## src/rtl/rv32i_fetch_buffer.sv

```systemverilog
// Instruction prefetch queue: sequential word fetch, in-order responses, PC-tagged FIFO to the core.
// Response to instr_valid is 1 cycle; requests stop when FIFO space plus in-flight credits run out.

module rv32i_fetch_buffer_fifo #(
   parameter int WIDTH = 64,
   parameter int DEPTH = 4
) (
   input  logic                       clk,
   input  logic                       rst,
   input  logic                       flush,
   input  logic                       push_vld,
   input  logic [WIDTH-1:0]           push_dat,
   input  logic                       pop_rdy,
   output logic [WIDTH-1:0]           head_dat,
   output logic [$clog2(DEPTH+1)-1:0] count
);
   localparam int AW = $clog2(DEPTH);
   localparam int CW = $clog2(DEPTH+1);

   logic [WIDTH-1:0] mem [DEPTH];
   logic [AW-1:0]    wr_ptr;
   logic [AW-1:0]    rd_ptr;

   always_ff @(posedge clk) begin
      if (rst || flush) begin
         wr_ptr <= '0;
         rd_ptr <= '0;
         count  <= '0;
      end else begin
         if (push_vld) wr_ptr <= wr_ptr + AW'(1);
         if (pop_rdy)  rd_ptr <= rd_ptr + AW'(1);
         count <= count + CW'(push_vld) - CW'(pop_rdy);
      end
   end

   always_ff @(posedge clk) begin
      if (push_vld && !flush && !rst) mem[wr_ptr] <= push_dat;
   end

   assign head_dat = mem[rd_ptr];
endmodule

module rv32i_fetch_buffer #(
   parameter logic [31:0] START_ADDRESS   = 32'h0,
   parameter int          DEPTH           = 4,
   parameter int          MAX_OUTSTANDING = 2
) (
   input  logic        clk,
   input  logic        rst,
   input  logic        ena,
   input  logic        redirect,
   input  logic [31:0] redirect_pc,
   output logic        mem_req_valid,
   input  logic        mem_req_ready,
   output logic [31:0] mem_req_addr,
   input  logic        mem_rsp_valid,
   input  logic [31:0] mem_rsp_data,
   output logic        instr_valid,
   input  logic        instr_ready,
   output logic [31:0] instr,
   output logic [31:0] instr_pc
);
   localparam int            CW      = $clog2(DEPTH+1);
   localparam int            CW1     = CW + 1;
   localparam logic [CW-1:0] MAX_OUT = CW'(MAX_OUTSTANDING);
   localparam logic [CW:0]   DEPTH_W = CW1'(DEPTH);
   localparam logic [31:0]   NOP     = 32'h0000_0013;

   typedef struct packed {
      logic [31:0] data;
      logic [31:0] pc;
   } fetch_entry_t;

   logic [31:0]   fetch_pc;
   logic [31:0]   rsp_pc;
   logic [31:0]   redirect_pc_al;
   logic [CW-1:0] count;
   logic [CW-1:0] outstanding;
   logic [CW-1:0] drop_count;
   logic [CW:0]   credits_used;
   logic          req_acc;
   logic          rsp_drop;
   logic          rsp_push;
   logic          pop;
   fetch_entry_t  push_entry;
   fetch_entry_t  head_entry;

   // Every in-flight request holds a FIFO slot unless its response is already doomed to be dropped.
   assign credits_used   = {1'b0, count} + {1'b0, outstanding} - {1'b0, drop_count};
   assign redirect_pc_al = {redirect_pc[31:2], 2'b00};

   assign mem_req_valid = ena && !redirect && !rst
                        && (outstanding < MAX_OUT) && (credits_used < DEPTH_W);
   assign mem_req_addr  = fetch_pc;
   assign req_acc       = mem_req_valid && mem_req_ready;

   assign rsp_drop = mem_rsp_valid && (drop_count != '0);
   assign rsp_push = mem_rsp_valid && (drop_count == '0) && !redirect;

   assign instr_valid = ena && !redirect && !rst && (count != '0);
   assign pop         = instr_valid && instr_ready;

   assign push_entry = '{data: mem_rsp_data, pc: rsp_pc};

   rv32i_fetch_buffer_fifo #(
      .WIDTH ($bits(fetch_entry_t)),
      .DEPTH (DEPTH)
   ) u_fifo (
      .clk      (clk),
      .rst      (rst),
      .flush    (redirect),
      .push_vld (rsp_push),
      .push_dat (push_entry),
      .pop_rdy  (pop),
      .head_dat (head_entry),
      .count    (count)
   );

   assign instr    = instr_valid ? head_entry.data : NOP;
   assign instr_pc = instr_valid ? head_entry.pc   : 32'h0;

   always_ff @(posedge clk) begin
      if (rst) begin
         fetch_pc    <= START_ADDRESS;
         rsp_pc      <= START_ADDRESS;
         outstanding <= '0;
         drop_count  <= '0;
      end else begin
         outstanding <= outstanding + CW'(req_acc) - CW'(mem_rsp_valid);
         if (redirect) begin
            // Whatever is still in flight after this cycle belongs to the old path.
            fetch_pc   <= redirect_pc_al;
            rsp_pc     <= redirect_pc_al;
            drop_count <= outstanding - CW'(mem_rsp_valid);
         end else begin
            if (req_acc)  fetch_pc   <= fetch_pc + 32'd4;
            if (rsp_push) rsp_pc     <= rsp_pc + 32'd4;
            if (rsp_drop) drop_count <= drop_count - CW'(1);
         end
      end
   end

   a_credit: assert property (@(posedge clk) disable iff (rst) credits_used <= DEPTH_W);
   a_outst:  assert property (@(posedge clk) disable iff (rst) outstanding <= MAX_OUT);
   a_drop:   assert property (@(posedge clk) disable iff (rst) drop_count <= outstanding);
endmodule

```

## config.mk

```make
export PLATFORM = sky130hd
export DESIGN_NAME = rv32i_fetch_buffer
export DESIGN_NICKNAME = d
export VERILOG_FILES = /design/src/rtl/rv32i_fetch_buffer.sv
export SDC_FILE = /design/constraint.sdc
export NUM_CORES = 1
export LEC_CHECK = 0
export ABC_AREA = 1
export ABC_CLOCK_PERIOD_IN_PS = 9250
export BUFFER_PORTS_ARGS = -buffer_cell sky130_fd_sc_hd__buf_2
export CAP_MARGIN = 20
export CELL_PAD_IN_SITES_DETAIL_PLACEMENT = 1
export CELL_PAD_IN_SITES_GLOBAL_PLACEMENT = 1
export CORE_UTILIZATION = 40
export DETAILED_ROUTE_END_ITERATION = 16
export PLACE_DENSITY_LB_ADDON = 0.25
export SYNTH_ARGS = -nofsm -noshare
export SYNTH_HDL_FRONTEND = slang
export SYNTH_HIERARCHICAL = 1
export SYNTH_SLANG_ARGS = --single-unit
```

## constraint.sdc

```tcl
create_clock -name clk -period 9.25 [get_ports clk]
set_input_delay 0.4625 -clock clk [delete_from_list [all_inputs] [get_ports clk]]
set_output_delay 0.4625 -clock clk [all_outputs]
set_load 0.1 [all_outputs]
```

==> PnR_summary.wiki <==
{| class="wikitable"
! Metric !! Value
|-
| Result of the run || finished clean
|-
| CP cell instances || buf_2 > buf_4 > clkinv_4 > nand3_2 > a31oi_1 > inv_2 > buf_4 > or2_2 > buf_2
|-
| Post-synth cell types || 41
|-
| Final total power || 3.47 mW
|-
| Cell count after placement || 2,298
|-
| Clock transition at the registers of the reported paths || ~60 ps
|-
| Number of buffer cells added on primary ports || 164
|-
| Min Tclk post-route || 4000 ps
|-
| Cells resized by post-CTS repair || 0
|-
| Critical path's slowest cell || clkinv_4
|-
| Routed len/inst || 17.6 um
|-
| Cell count after synthesis || between 1,500 and 2,000
|-
| Max-cap viol count || 0
|-
| Routed vias || 12,031
|-
| Post-route clock period utilization || 43.3%
|-
| Lkg Pwr || 7.12 nW
|-
| Effective utilization at floorplan || 40.8%
|-
| X dimension of the die || 198 um
|-
| Util after Layout || 47.1%
|-
| Relative max-transition margin || 25.8%
|-
| Buffer type at the clock tree root || clkbuf_16
|-
| Number of nets still failing antenna checks after routing || 0
|-
| Syn Std Cell Area || 0.0154 mm^2
|-
| Mean number of vias per cell || 5.09
|-
| Largest cells by area after synthesis || edfxtp_1, dfxtp_1, nor2_1
|-
| Clock tree from TritonCTS || built
|-
| Fin Clk Skew || 15.5 ps
|-
| Last weighted congestion value of the routability-driven placer || 0.862
|-
| Total CTS buffers || 38
|-
| Die ar. || ~0.039 mm^2
|-
| CP max stage delay || 690 ps
|-
| Area share of the largest cell type after synthesis || about half
|-
| Worst-path fanout max || between 80 and 90
|-
| Initial antenna violation count || 3
|-
| Worst path arrival time || approximately 3500 ps
|-
| Number of flops mapped to enable cells by yosys || 256
|-
| Critical path type || in -> out
|-
| Warnings, synthesis || 6
|-
| Share of synthesized area occupied by flip-flops and latches || 59.7%
|-
| Number of standard cells in the final layout excluding fillers || about 2,400
|-
| Proportion of layout cells with a drive suffix above 1 || 13.5%
|-
| Post-synth top flop || edfxtp_1
|-
| IR Drop Worst-Case VDD || approximately 0.15 mV
|-
| Buffers inserted by post-CTS timing repair || 0
|-
| Total number of H-tree levels || 2
|-
| Critical Path Start Type || primary input
|-
| Worst-skew pair later-pin latency || 530 ps
|-
| Number of antenna diodes || 0
|-
| Fraction of power consumed by sequential logic || 48.9%
|-
| Congestion Overflow GR || 0
|-
| Mean area per synthesized cell || approximately 9.1 um^2
|-
| First-pass GRT wire length || 64,800 um
|-
| Share of synthesized registers carrying an async set or reset || 0%
|-
| PD cells || ~200 mW/mm^2
|-
| Switching power total || 0.877 mW
|-
| Global-route usage over all layers || 21.2%
|-
| Die height || 198 um
|-
| Critical path endpoint category || output port
|-
| Kind of path behind the tightest hold check || in -> reg
|-
| I/O pin count || 169
|-
| Transition time at the pin with the least slew margin || between 1000 and 1500 ps
|-
| Achievable frequency || 250 MHz
|-
| Maximum buffer depth of the clock tree || 3
|-
| Share of total power in the clock network || 41.6%
|-
| Detailed-router iteration count before antenna repair || 5
|-
| Pin count of the biggest net entering global routing || slightly above 100
|-
| Final setup fails || 0
|-
| Detailed Route WL || 41,600 um
|-
| #FFs+latches synth || 331
|-
| Share of power burned in combinational logic || 9.5%
|-
| Iteration-0 DRC Markers || 462
|-
| Area Overhead vs Synth || 15.5%
|-
| Standard-cell row count || 71
|-
| Fin Setup TNS || 0 ps
|-
| Switching Share || between 20% and 30%
|-
| Power Internal || 2.60 mW
|-
| Setup repair after global routing missed its margin || false
|-
| Data required time at the worst endpoint || 8790 ps
|-
| Vias in the first global route || about 12,000
|-
| Post-detail-place hpwl || ~26,000 um
|-
| CTS Sinks || 331
|-
| Number of DRC violations after detailed routing || 0
|-
| Smallest hold slack || around 150 ps
|-
| Count of endpoints failing hold in the final timing report || 0
|-
| Max-slew violation total from the final report || 0
|-
| Number of nets in the layout || 1,920
|-
| Hold buffer count at CTS || 0
|-
| CORE AREA || 0.0378 mm^2
|-
| Cell type contributing the most total cell area after synthesis || edfxtp_1
|}
cell usage in the layout, fill, tap and decap left out, types with 3 or more instances in the layout:
cell       instances
clkinv_1           7
nand3_2            3
inv_2              4
or2_2              4
nor2_1           376
nand3b_1          14
nand2_1          245
a31oi_1           13
dfxtp_1           74
nand4_1           10
bufinv_16          3
a21oi_1           53
o21ai_0           99
a21o_1             3
nand3_1           72
and2_1             3
clkbuf_16         39
o21ai_1          135
inv_1            155
xnor2_1            4
nor2_4             6
clkbuf_1          10
conb_1            10
o211ai_1           5
buf_4              9
fa_1               4
clkinv_2           6
ha_1              18
nor3_1            11
buf_2            164
xor2_1            16
nor2_2             6
edfxtp_1         256
cell families (layout without fill, tap and decap cells):
group | after synthesis | after routing | synth area share [%]
simple gates | 756 | 756 | 20.2
flops | 331 | 331 | 59.7
buf+inv | 244 | 402 | 6.54
fa+ha+maj | 22 | 22 | 1.98
compound gates | 312 | 312 | 10.4
xor+xnor | 20 | 20 | 1.14
other cells | 1 | 10 | 0.0244
critical path: cells and delay by family:
family | cells | cell delay, ps
and+or+nand+nor | 2 | 490
AOI/OAI and AO/OA | 1 | 100
buffers and inverters | 6 | 2340
worst paths after layout:
check | endpoint | from | cells after the start | slack (ps)
min reg2reg | u_fifo/wr_ptr[1] | u_fifo/wr_ptr[1] | 2 | 510
max reg2reg | outstanding[2] | drop_count[2] | 14 | 5360
max | instr[1] | redirect | 9 | 5250
min | u_fifo/mem[1][33] | mem_rsp_data[1] | 1 | 150
metal layers:
metal  track usage (%)  part of all wire, %
met1              27.2                   45
met2              37.2                   49
met3              3.15                  3.8
met4              5.80                  2.0
met5                 0                 0.11
cell usage after synthesis (4+ instances only):
cell      count
inv_1       157
edfxtp_1    256
xnor2_1       4
nand3b_1     14
xor2_1       16
nor2_2        6
dfxtp_1      75
a31oi_1      13
buf_1         4
o211ai_1      5
ha_1         18
o21ai_0      99
nand4_1      10
nor3_1       11
nor2_1      380
or2_2         4
inv_2         4
buf_2        30
fa_1          4
o21ai_1     135
nand3_1      72
nand2_1     245
buf_4         7
clkbuf_1     37
a21oi_1      53
through the flow:
step | instance area (um^2) | setup WS, ps
final | 17800 | 5250
after global routing | 17800 | 5030
after CTS | 17800 | 5200
after detailed placement | 16600 | 4950
after global placement | 16600 | 4990
after floorplan | 15400 | 4660
flip-flops by register name (all words and copies together) (netlist names), named ones only:
register       flops
u_fifo/mem       256
mem_req_addr      30
rsp_pc            30
drop_count         3
outstanding        3
u_fifo/count       3
u_fifo/rd_ptr      2
u_fifo/wr_ptr      2
power by group through the flow:
stage | Sequential (mW) | Clock [mW] | Combinational [mW]
final | 1.70 | 1.44 | 0.331
after floorplan | 1.78 | 0 | 0.179
after global placement | 1.72 | 0 | 0.321
after CTS | 1.70 | 1.48 | 0.334
after global routing | 1.70 | 1.53 | 0.366
after detailed placement | 1.73 | 0 | 0.332
cell type report:
| cell class | instances | area, um^2 |
|---|---|---|
| fillers | 4366 | 20000 |
| clock buffers | 50 | 1030 |
| clock inverters | 16 | 156 |
| flip-flops and latches | 331 | 9190 |
| well taps | 511 | 639 |
| inverters | 163 | 619 |
| multi-input cells | 1120 | 5260 |
| repair buffers | 173 | 888 |
Power figures use the tool's default switching activity.
